--- src/rtl/spi_master_mc.sv ---
// Multi-chip-select SPI master with CPOL/CPHA modes, SCLK divider and CS setup/hold phases.
// Optional build macro SPI_LSB_FIRST_EN switches both directions to LSB-first shifting.
module spi_master_mc #(
    parameter int P_DATA_WIDTH = 8,
    parameter int P_CS_NUM     = 4,
    parameter int P_CLK_DIV    = 2,
    parameter bit P_CPOL       = 1'b0,
    parameter bit P_CPHA       = 1'b0,
    localparam int CSW         = (P_CS_NUM > 1) ? $clog2(P_CS_NUM) : 1
) (
    input  logic                    i_clk,
    input  logic                    i_rst,
    input  logic [P_DATA_WIDTH-1:0] i_user_data,
    input  logic [CSW-1:0]          i_user_cs_sel,
    input  logic                    i_user_valid,
    output logic                    o_ready,
    input  logic                    i_spi_miso,
    output logic                    o_spi_mosi,
    output logic                    o_spi_clk,
    output logic [P_CS_NUM-1:0]     o_cs,
    output logic [P_DATA_WIDTH-1:0] o_user_data,
    output logic                    o_user_valid
);

    localparam int DIVW  = (P_CLK_DIV > 1) ? $clog2(P_CLK_DIV) : 1;
    localparam int EDGES = 2 * P_DATA_WIDTH;
    localparam int EW    = $clog2(EDGES);
    localparam logic [DIVW-1:0] DIV_LAST  = DIVW'(P_CLK_DIV - 1);
    localparam logic [EW-1:0]   EDGE_LAST = EW'(EDGES - 1);

    typedef enum logic [1:0] {
        ST_IDLE  = 2'd0,
        ST_SETUP = 2'd1,
        ST_XFER  = 2'd2,
        ST_HOLD  = 2'd3
    } state_t;

    function automatic logic first_bit(input logic [P_DATA_WIDTH-1:0] v);
`ifdef SPI_LSB_FIRST_EN
        return v[0];
`else
        return v[P_DATA_WIDTH-1];
`endif
    endfunction

    function automatic logic [P_DATA_WIDTH-1:0] tx_advance(input logic [P_DATA_WIDTH-1:0] v);
`ifdef SPI_LSB_FIRST_EN
        return {1'b0, v[P_DATA_WIDTH-1:1]};
`else
        return {v[P_DATA_WIDTH-2:0], 1'b0};
`endif
    endfunction

    // After P_DATA_WIDTH inserts the first received bit sits at the MSB (or bit 0 when LSB-first).
    function automatic logic [P_DATA_WIDTH-1:0] rx_insert(input logic [P_DATA_WIDTH-1:0] v,
                                                          input logic b);
`ifdef SPI_LSB_FIRST_EN
        return {b, v[P_DATA_WIDTH-1:1]};
`else
        return {v[P_DATA_WIDTH-2:0], b};
`endif
    endfunction

    // An out-of-range index yields no asserted select, so the transfer runs unaddressed.
    function automatic logic [P_CS_NUM-1:0] cs_decode(input logic [CSW-1:0] sel);
        logic [P_CS_NUM-1:0] m;
        m = {P_CS_NUM{1'b1}};
        for (int i = 0; i < P_CS_NUM; i++) begin
            if (sel == CSW'(i)) begin
                m[i] = 1'b0;
            end else begin
                m[i] = 1'b1;
            end
        end
        return m;
    endfunction

    state_t                  state_r, state_s;
    logic [DIVW-1:0]         div_cnt_r, div_cnt_s;
    logic [EW-1:0]           edge_cnt_r, edge_cnt_s;
    logic [P_DATA_WIDTH-1:0] tx_r, tx_s;
    logic [P_DATA_WIDTH-1:0] rx_r, rx_s;
    logic                    ready_r, ready_s;
    logic [P_CS_NUM-1:0]     cs_r, cs_s;
    logic                    sclk_r, sclk_s;
    logic                    mosi_r, mosi_s;
    logic [P_DATA_WIDTH-1:0] udata_r, udata_s;
    logic                    uvalid_r, uvalid_s;
    logic                    half_end_s;
    logic                    leading_s;

    // Next-state and next-output computation for the transfer sequencer.
    always_comb begin
        state_s    = state_r;
        div_cnt_s  = div_cnt_r;
        edge_cnt_s = edge_cnt_r;
        tx_s       = tx_r;
        rx_s       = rx_r;
        ready_s    = ready_r;
        cs_s       = cs_r;
        sclk_s     = sclk_r;
        mosi_s     = mosi_r;
        udata_s    = udata_r;
        uvalid_s   = 1'b0;
        half_end_s = (div_cnt_r == DIV_LAST);
        // edge_cnt_r counts toggles already made, so an even count means the next one leads.
        leading_s  = ~edge_cnt_r[0];

        case (state_r)
            ST_IDLE: begin
                ready_s    = 1'b1;
                cs_s       = {P_CS_NUM{1'b1}};
                sclk_s     = P_CPOL;
                mosi_s     = 1'b0;
                div_cnt_s  = {DIVW{1'b0}};
                edge_cnt_s = {EW{1'b0}};
                if (i_user_valid && ready_r) begin
                    state_s = ST_SETUP;
                    ready_s = 1'b0;
                    cs_s    = cs_decode(i_user_cs_sel);
                    tx_s    = i_user_data;
                    rx_s    = {P_DATA_WIDTH{1'b0}};
                    if (P_CPHA == 1'b0) begin
                        mosi_s = first_bit(i_user_data);
                    end else begin
                        mosi_s = 1'b0;
                    end
                end else begin
                    state_s = ST_IDLE;
                end
            end
            ST_SETUP: begin
                if (half_end_s) begin
                    state_s   = ST_XFER;
                    div_cnt_s = {DIVW{1'b0}};
                end else begin
                    div_cnt_s = div_cnt_r + DIVW'(1);
                end
            end
            ST_XFER: begin
                if (half_end_s) begin
                    div_cnt_s  = {DIVW{1'b0}};
                    sclk_s     = ~sclk_r;
                    edge_cnt_s = edge_cnt_r + EW'(1);
                    if (leading_s) begin
                        if (P_CPHA == 1'b0) begin
                            rx_s = rx_insert(rx_r, i_spi_miso);
                        end else begin
                            mosi_s = first_bit(tx_r);
                            tx_s   = tx_advance(tx_r);
                        end
                    end else begin
                        if (P_CPHA == 1'b1) begin
                            rx_s = rx_insert(rx_r, i_spi_miso);
                        end else if (edge_cnt_r != EDGE_LAST) begin
                            tx_s   = tx_advance(tx_r);
                            mosi_s = first_bit(tx_advance(tx_r));
                        end else begin
                            tx_s = tx_r;
                        end
                    end
                    if (edge_cnt_r == EDGE_LAST) begin
                        state_s    = ST_HOLD;
                        edge_cnt_s = {EW{1'b0}};
                    end else begin
                        state_s = ST_XFER;
                    end
                end else begin
                    div_cnt_s = div_cnt_r + DIVW'(1);
                end
            end
            ST_HOLD: begin
                if (half_end_s) begin
                    state_s   = ST_IDLE;
                    div_cnt_s = {DIVW{1'b0}};
                    ready_s   = 1'b1;
                    cs_s      = {P_CS_NUM{1'b1}};
                    sclk_s    = P_CPOL;
                    mosi_s    = 1'b0;
                    udata_s   = rx_r;
                    uvalid_s  = 1'b1;
                end else begin
                    div_cnt_s = div_cnt_r + DIVW'(1);
                end
            end
            default: begin
                state_s = ST_IDLE;
            end
        endcase
    end

    // State and output registers with synchronous reset.
    always_ff @(posedge i_clk) begin
        if (i_rst) begin
            state_r    <= ST_IDLE;
            div_cnt_r  <= {DIVW{1'b0}};
            edge_cnt_r <= {EW{1'b0}};
            tx_r       <= {P_DATA_WIDTH{1'b0}};
            rx_r       <= {P_DATA_WIDTH{1'b0}};
            ready_r    <= 1'b1;
            cs_r       <= {P_CS_NUM{1'b1}};
            sclk_r     <= P_CPOL;
            mosi_r     <= 1'b0;
            udata_r    <= {P_DATA_WIDTH{1'b0}};
            uvalid_r   <= 1'b0;
        end else begin
            state_r    <= state_s;
            div_cnt_r  <= div_cnt_s;
            edge_cnt_r <= edge_cnt_s;
            tx_r       <= tx_s;
            rx_r       <= rx_s;
            ready_r    <= ready_s;
            cs_r       <= cs_s;
            sclk_r     <= sclk_s;
            mosi_r     <= mosi_s;
            udata_r    <= udata_s;
            uvalid_r   <= uvalid_s;
        end
    end

    assign o_ready      = ready_r;
    assign o_cs         = cs_r;
    assign o_spi_clk    = sclk_r;
    assign o_spi_mosi   = mosi_r;
    assign o_user_data  = udata_r;
    assign o_user_valid = uvalid_r;

endmodule

--- config.mk ---
export PLATFORM = sky130hd
export DESIGN_NAME = spi_master_mc
export DESIGN_NICKNAME = d
export VERILOG_FILES = /design/src/rtl/spi_master_mc.sv
export SDC_FILE = /design/constraint.sdc
export NUM_CORES = 1
export LEC_CHECK = 0
export ABC_CLOCK_PERIOD_IN_PS = 2000
export CORE_UTILIZATION = 55
export CTS_BUF_LIST = sky130_fd_sc_hd__clkbuf_16
export DETAILED_ROUTE_END_ITERATION = 7
export DONT_BUFFER_PORTS = 1
export HOLD_SLACK_MARGIN = 0.15
export PLACE_DENSITY_LB_ADDON = 0.1
export SLEW_MARGIN = 20
export SYNTH_ARGS = -nofsm -noshare
export SYNTH_HDL_FRONTEND = slang
export SYNTH_SLANG_ARGS = --single-unit
--- constraint.sdc ---
create_clock -name i_clk -period 2 [get_ports i_clk]
set_input_delay 0.4 -clock i_clk [delete_from_list [all_inputs] [get_ports i_clk]]
set_output_delay 0.4 -clock i_clk [all_outputs]
set_load 0.01 [all_outputs]
==> results of run 1 <==
-- worst max-delay path: cells and delay by family (launching register included) --
kind | cells | cell delay, ns
compound gates | 2 | 0.43
fa+ha+maj | 1 | 0.31
buf+inv | 1 | 0.13
flops | 1 | 0.41
simple gates | 1 | 0.49
-- power groups by stage --
stage          clock, uW  sequential [uW]  combinational [uW]
2_1_floorplan          0              982                 765
3_3_place_gp           0             1000                 836
3_5_place_dp           0             1010                 872
4_1_cts              754              992                 877
5_1_grt              797             1010                 998
6_report             740              992                 882
-- cells in the mapped netlist --
library cell,n,area [um2]
o211ai_1,6,45.04
nor3_1,4,20.02
a21boi_4,1,18.77
o32ai_1,1,8.760
mux2_2,1,11.26
or3b_2,1,8.760
dfxtp_1,38,760.7
buf_2,3,15.01
nand3_1,3,15.01
inv_1,10,37.54
o32ai_2,1,16.27
nor2_1,9,33.78
or3_1,3,18.77
and4_4,1,11.26
a311oi_1,1,8.760
a32oi_1,2,17.52
and3_1,2,12.51
nand2b_1,8,50.05
nor4bb_1,1,10.01
a21boi_1,1,7.510
o31ai_1,1,7.510
a211oi_2,2,25.02
and2_1,4,25.02
clkbuf_1,6,22.52
mux2i_1,8,80.08
buf_1,1,3.750
o21ai_0,7,35.03
nor3b_1,3,22.52
nor4_1,1,6.260
buf_6,3,33.78
a21oi_1,14,70.07
o22ai_1,6,37.54
o21ai_1,1,5.000
a32o_1,1,10.01
o41a_1,1,11.26
nand2_1,37,138.9
a22oi_1,1,7.510
ha_1,7,87.58
a211oi_1,1,7.510
a211o_1,1,8.760
nor2b_1,2,12.51
-- state kept, by name, summed over array words and instances, names as in the netlist --
name / cells
o_user_valid: 1
div_cnt_r: 1
state_r: 2
rx_r: 8
o_cs: 4
tx_r: 7
o_spi_clk: 1
o_user_data: 8
edge_cnt_r: 4
o_ready: 1
o_spi_mosi: 1
-- worst paths after layout --
path / start / cells after the start / endpoint
hold reg to reg: rx_r[1] / 2 / o_user_data[1]
hold / removal: i_rst / 1 / o_user_data[3]
setup / recovery: state_r[1] / 5 / rx_r[0]
setup reg to reg: state_r[1] / 5 / rx_r[0]
-- logic make-up after synthesis --
group,Yosys count
adders and majority gates,7
AOI/OAI and AO/OA,49
buffers and inverters,23
and+or+nand+nor,79
DFF,38
muxes,9
-- through the flow --
stage	setup slack, ns	util [%]	area, um2	hold slack [ns]
after floorplan	0.2623	-	1785	0.4319
after global placement	0.2049	58.58	1803	0.4383
after detailed placement	0.1071	58.58	1803	0.4484
after CTS	0.1147	63.17	1944	0.1852
after global routing	0.03335	63.29	1948	0.1744
final	0.1381	63.29	1948	0.1886
-- cell type report --
cell class | instances | area (um2)
repair buffers | 5 | 37.54
fillers | 274 | 1130
well taps | 44 | 55.05
clock buffers | 5 | 125.1
inverters | 10 | 37.54
flip-flops and latches | 38 | 760.7
clock inverters | 3 | 16.27
multi-input cells | 144 | 915.9
-- routing by layer --
| layer | global-route usage [%] | wire length [um] |
|---|---|---|
| met5 | 0 | 0 |
| met4 | 7.143 | 45 |
| met3 | 8.734 | 222 |
| met2 | 36.20 | 1608 |
| met1 | 29.73 | 1568 |
==> impl_metrics.ini, run 1 <==
[detailed_routing]
ant_nets = 0
vias_per_cell = 5.699
vias = 1419
drt_first_pass_iters = 4
wl_per_cell_um = 13.84
drc = 0
drt_iter0_markers = 81
drt_wl_total_mm = 3.445

[final_layout]
n_antenna_cell = 0
layout.cells.non_filler = 249
fin_nets = 225
areaGrowthSynthToFinish_pct = 9.110
drive_above_1_share_pct = 10.24
final_common_cell = dfxtp_1
most-common-layout-cells = dfxtp_1, nand2_1, a21oi_1

[grt]
grt_start_max_net_pins = 23
grt_overflow = 0
antenna_found_initial = 0
grt_pass1_wl_mm = 6.044
grt_use_total_pct = 23.18
grt_pass1_vias = 1344

[synth]
synth_xor_area_share_pct = 0
synth_seq_cells = 38
syn_inst = 205
syn-num-nets = 226
ys_types = 41
synthMuxAreaShare_pct = 5.116
synth-adder-area-share_pct = 4.905
synth-simple-area-share_pct = 21.58
synth-compound-area-share_pct = 19.48
synth.avg_cell_area_um2 = 8.710
synth_warnings = 0
yosysSeqAreaShare_pct = 42.61
synth_top_family_by_area = simple AND/OR/NAND/NOR gates
netlist_area_mm2 = 0.001785

[floorplan]
dieArea_mm2 = 0.003478
initial_core_util_pct = 58.01
core_region_area_mm2 = 0.003078
io_pins = 30
die_w_um = 58.98
fp-row-count = 20
die_h_um = 58.98

[placed_design]
port_buffers = 0
place_inst = 241
dp_hpwl_mm = 2.461
gp_congestion = 0.7863

[pwr]
power.leakage_uw = 0.0007099
switching_share_pct = 34.09
intPower_uw = 1723
power_uw = 2614
switchingPower_uw = 890.9
peakVddDrop_v = 0.0007789
comb_power_share_pct = 33.7
clkPwrFrac_pct = 28.3
powerDensity_mw_per_mm2 = 1342
sequentialPowerShare_pct = 38.0

[timing]
tightest_slew_ns = 0.6000
fin_crit_ns = 1.862
maxSlewHeadroom_pct = 59.95
max_freq_mhz = 537.1
setup_viol = 0
drv_slew = 0
fin_tns_setup_ns = 0
clock-skew-final_ns = 0.002152
hold_violations = 0
rsz0062_at_grt = no
post-route-period-util_pct = 93.09

[critical_path]
critPathLaunchType = flip-flop
required_ns = 2.19
cp-end-kind = flip-flop
cpMaxStageDelayCell = or3_1
max_stage_delay_ns = 0.49
cp.arrival_ns = 2.05
path_cells = inv_1 > ha_1 > a21boi_4 > or3_1 > o32ai_2
critPathKind = flip-flop to flip-flop
crit_fanout = 9
reg2reg_slack_ns = 0.14

[cts]
ctsHoldBuffers = 0
clk_transition_reported_paths_ns = 0.05
cts_setup_buffers = 0
root_buffer = clkbuf_16
cts.path.max_buffers = 2
cts_buffers = 5
ctsResizeCount = 0
cts_sinks = 38
cts.htree.levels = 2
clk_latency_ns = 0.28
cts_tree = built

[worst_hold_path]
hold_path.class = primary input to flip-flop

[run_status]
status = complete, no violations

[flow_run]
maxCapViolations = 0
Note: power is estimated with default switching activity, not from simulation.
==> run 2: changes to the inputs <==
--- a/config.mk
+++ b/config.mk
@@ -5,7 +5,7 @@
 export SDC_FILE = /design/constraint.sdc
 export NUM_CORES = 1
 export LEC_CHECK = 0
-export ABC_CLOCK_PERIOD_IN_PS = 2000
+export ABC_CLOCK_PERIOD_IN_PS = 1500
 export CORE_UTILIZATION = 55
 export CTS_BUF_LIST = sky130_fd_sc_hd__clkbuf_16
 export DETAILED_ROUTE_END_ITERATION = 7
==> constraint.sdc (replaced) <==
create_clock -name i_clk -period 1.5 [get_ports i_clk]
set_input_delay 0.3 -clock i_clk [delete_from_list [all_inputs] [get_ports i_clk]]
set_output_delay 0.3 -clock i_clk [all_outputs]
set_load 0.01 [all_outputs]
==> impl_metrics.ini, run 2 (synthesized netlist as in run 1, its figures left out) <==
[run_status]
status = complete, no violations

[final_layout]
final_util_pct = 71.59
drive_above_1_share_pct = 23.53
fillers = 254
fin_nets = 241
most-common-layout-cells = nand2_1, dfxtp_1, buf_4
layout.cells.non_filler = 265
areaGrowthSynthToFinish_pct = 23.41
n_antenna_cell = 0
final_cell_area_mm2 = 0.002203
final_common_cell = nand2_1

[grt]
grt_overflow = 0
grt_use_total_pct = 24.76
grt_pass1_wl_mm = 6.375
grt_start_max_net_pins = 23
grt_pass1_vias = 1406
antenna_found_initial = 0

[worst_hold_path]
holdCritStartpoint = i_rst
hold_path.class = primary input to flip-flop

[timing]
hold_violations = 0
maxSlewHeadroom_pct = 76.11
tightest_slew_ns = 0.3483
post-route-period-util_pct = 99.99
setup_viol = 0
fin_crit_ns = 1.500
clock-skew-final_ns = 0.003091
drv_slew = 0
rsz0062_at_grt = yes
max_freq_mhz = 666.8

[cts]
cts.htree.levels = 2
root_buffer = clkbuf_16
cts.path.max_buffers = 2
clk_transition_reported_paths_ns = 0.05
cts_tree = built
cts_sinks = 38
clk_latency_ns = 0.28
cts_buffers = 5

[detailed_routing]
ant_nets = 0
drt_first_pass_iters = 4
drc = 0
vias = 1488
wl_per_cell_um = 14.95
vias_per_cell = 5.615
drt_iter0_markers = 109
drt_wl_total_mm = 3.963

[critical_path]
cp.arrival_ns = 1.66
r2r_start = state_r[0]
crit_fanout = 8
cp-startpoint = state_r[0]
critPathKind = flip-flop to flip-flop
cp-end-kind = flip-flop
required_ns = 1.66
critPathLaunchType = flip-flop

[floorplan]
die_h_um = 58.98
io_pins = 30
die_w_um = 58.98
core_region_area_mm2 = 0.003078
dieArea_mm2 = 0.003478
initial_core_util_pct = 58.01
fp-row-count = 20

[placed_design]
dp_hpwl_mm = 2.581
port_buffers = 0
place_inst = 250
gp_congestion = 0.8162
dpl_cell_area_mm2 = 0.001932

[pwr]
powerDensity_mw_per_mm2 = 1827
power.leakage_uw = 0.0008130
peakVddDrop_v = 0.001269

[flow_run]
maxCapViolations = 0
run 2: power breakdown:
group | switching [uW] | total [uW] | internal, uW
combinational | 836 | 1690 | 850
clock | 395 | 1000 | 608
sequential | 154 | 1340 | 1180
total | 1390 | 4030 | 2640
run 2: timing repair:
item / CTS / global route
endpoints found under the hold margin: 20 / 20
gates resized for setup: 5 / 12
gates cloned: 0 / 0
endpoints found under the setup margin: 7 / 20
pin swaps: 0 / 3
setup buffers: 2 / 5
run 2: metal layers:
metal	track usage, %	vias to the layer above	part of all wire, %
met5	0	-	0
met4	8.844	0	1.9
met3	10.04	8	6.5
met2	40.26	45	50
met1	29.48	690	42
li1	-	745	-
run 2: layout make-up:
| cell class | instances | area [um2] | area share, % |
|---|---|---|---|
| clock buffers | 5 | 125.1 | 5.679 |
| clock inverters | 3 | 17.52 | 0.7950 |
| inverters | 10 | 42.54 | 1.931 |
| multi-input cells | 144 | 1013 | 46.00 |
| flip-flops and latches | 38 | 768.2 | 34.87 |
| well taps | 44 | 55.05 | 2.499 |
| repair buffers | 21 | 181.4 | 8.234 |
run 2: critical path: stages, from the launching register on:
cell	delay (ns)
dfxtp_4	0.37
inv_4	0.05
ha_4	0.19
buf_6	0.13
or3_4	0.37
a32oi_2	0.19
a21oi_2	0.08
run 2: per-stage QoR:
stage	total power [uW]	hold slack, ns	setup TNS, ns	setup WS [ns]
floorplan	2420	0.4103	-0.08752	-0.04936
detailed placement	2750	0.3708	-0.08906	-0.05649
finish	4025	0.07955	0	0.0002075
CTS	3838	0.07539	0	0.007018
global route	4265	0.07062	-0.2229	-0.05888
global placement	2685	0.3662	-0.006010	-0.006010
run 2: worst paths after layout:
check	end	slack, ns	cells past startpoint
worst min register to register	o_user_data[3]	0.45	2
worst max-delay path	state_r[0]	0.0002	6
worst min-delay path	state_r[1]	0.08	1
worst max register to register	state_r[0]	0.0002	6
==> run 3: changes to the inputs <==
--- a/config.mk
+++ b/config.mk
@@ -5,7 +5,7 @@
 export SDC_FILE = /design/constraint.sdc
 export NUM_CORES = 1
 export LEC_CHECK = 0
-export ABC_CLOCK_PERIOD_IN_PS = 1500
+export ABC_CLOCK_PERIOD_IN_PS = 1200
 export CORE_UTILIZATION = 55
 export CTS_BUF_LIST = sky130_fd_sc_hd__clkbuf_16
 export DETAILED_ROUTE_END_ITERATION = 7
==> constraint.sdc (replaced) <==
create_clock -name i_clk -period 1.2 [get_ports i_clk]
set_input_delay 0.24 -clock i_clk [delete_from_list [all_inputs] [get_ports i_clk]]
set_output_delay 0.24 -clock i_clk [all_outputs]
set_load 0.01 [all_outputs]
==> impl_metrics.ini, run 3 (synthesized netlist as in run 1, its figures left out) <==
[timing]
post-route-worst-setup-slack_ns = -0.3211
clock-skew-final_ns = 0.004299
rsz0062_at_grt = yes
setup_viol = 29
drv_slew = 0
fin_crit_ns = 1.521
post-route-period-util_pct = 126.8
tightest_slew_ns = 0.4137
fin_tns_setup_ns = -6.821
max_freq_mhz = 657.4
hold_violations = 0
maxSlewHeadroom_pct = 72.16

[floorplan]
initial_core_util_pct = 58.01
core_region_area_mm2 = 0.003078
die_h_um = 58.98
fp-row-count = 20
die_w_um = 58.98
dieArea_mm2 = 0.003478
io_pins = 30

[pwr]
peakVddDrop_v = 0.001333
powerDensity_mw_per_mm2 = 2276
power.leakage_uw = 0.0009141

[final_layout]
fillers = 202
register_area_um2 = 770.7
areaGrowthSynthToFinish_pct = 36.44
final_common_cell = nand2_1
layout.cells.non_filler = 277
n_antenna_cell = 0
fin_nets = 253
multi_input_area_mm2 = 0.001097
most-common-layout-cells = nand2_1, dfxtp_1, buf_4
drive_above_1_share_pct = 33.91

[cts]
cts.path.max_buffers = 2
cts_tree = built
clk_latency_ns = 0.28
cts_sinks = 38
clk_transition_reported_paths_ns = 0.05
cts.htree.levels = 2
cts_buffers = 5
root_buffer = clkbuf_16

[grt]
grt_overflow = 0
antenna_found_initial = 0
grt_pass1_vias = 1545
grt_use_total_pct = 26.76
grt_pass1_wl_mm = 6.865
grt_start_max_net_pins = 23

[detailed_routing]
vias_per_cell = 5.653
drt_first_pass_iters = 4
wl_per_cell_um = 15.68
drt_wl_total_mm = 4.344
ant_nets = 0
drt_iter0_markers = 100
vias = 1566
drc = 0

[critical_path]
required_ns = 1.36
rr_worst_depth = 7
rr_endpoint = edge_cnt_r[3]
crit_fanout = 8
cp-end-kind = flip-flop
critPathKind = flip-flop to flip-flop
r2r_start = state_r[0]
cp.arrival_ns = 1.68
reg2reg_slack_ns = -0.32
critPathLaunchType = flip-flop

[placed_design]
port_buffers = 0
place_inst = 264
dp_hpwl_mm = 2.753
gp_congestion = 0.8715
dp_slack_ns = -0.3122

[worst_hold_path]
holdCritStartpoint = i_rst
whs_path_depth = 1
holdPathEnd = state_r[1]
hold_path.class = primary input to flip-flop

[run_status]
violations = setup timing
status = finished with violations

[flow_run]
maxCapViolations = 0
-- run 3: area by class of cell --
type	count	share of cell area, %
timing repair buffer	33	13.56
inverter	10	1.849
tap	44	2.260
clock inverter	3	0.5136
clock buffer	5	5.136
multi-input combinational	144	45.04
sequential	38	31.64
-- run 3: how the worst max path moves through the flow --
stage,startpoint,end,depth (start not counted)
6_report,state_r[0],edge_cnt_r[3],7
4_1_cts,state_r[1],o_spi_mosi,5
3_3_place_gp,state_r[1],o_spi_mosi,5
3_5_place_dp,state_r[1],o_spi_mosi,5
2_1_floorplan,state_r[1],rx_r[0],7
5_1_grt,state_r[1],o_spi_mosi,5
-- run 3: report_power, final --
part           leakage, uW  internal, uW  switching, uW  total (uW)
clock network    0.0000724           749            471        1220
logic             0.000531          1450           1200        2650
registers         0.000311          1480            201        1680
-- run 3: metal layers --
metal | GRT usage (%) | vias to the layer above | wire length [um]
met4 | 16.33 | 0 | 139
met1 | 29.47 | 732 | 1694
met3 | 6.550 | 16 | 181
li1 | - | 768 | -
met5 | 0 | - | 0
met2 | 46.27 | 50 | 2328
-- run 3: repair_timing --
item                                    4_1_cts  5_1_grt
pin swaps                                     7        6
endpoints found under the setup margin       36       36
hold endpoints to repair                     24       24
resized for setup                            22       15
cloned                                        1        1
setup buffers                                 1        2
-- run 3: worst max-delay path: stages, from the launching register on --
cell and delay [ns]:
dfxtp_4 0.38, inv_6 0.05, ha_4 0.19, buf_6 0.14, buf_12 0.12, and2_4 0.15, a311oi_2 0.28, nor3b_1 0.09
-- run 3: per-stage QoR --
stage                     instance area, um2  hold WS, ns  util [%]  total power, uW
after floorplan                         1894       0.3408         -             3111
after global placement                  2067       0.3040     67.15             3636
after detailed placement                2067       0.3049     67.15             3692
after CTS                               2331      0.01039     75.73             5260
after global routing                    2436     0.007863     79.15             5857
final                                   2436      0.01363     79.15             5546
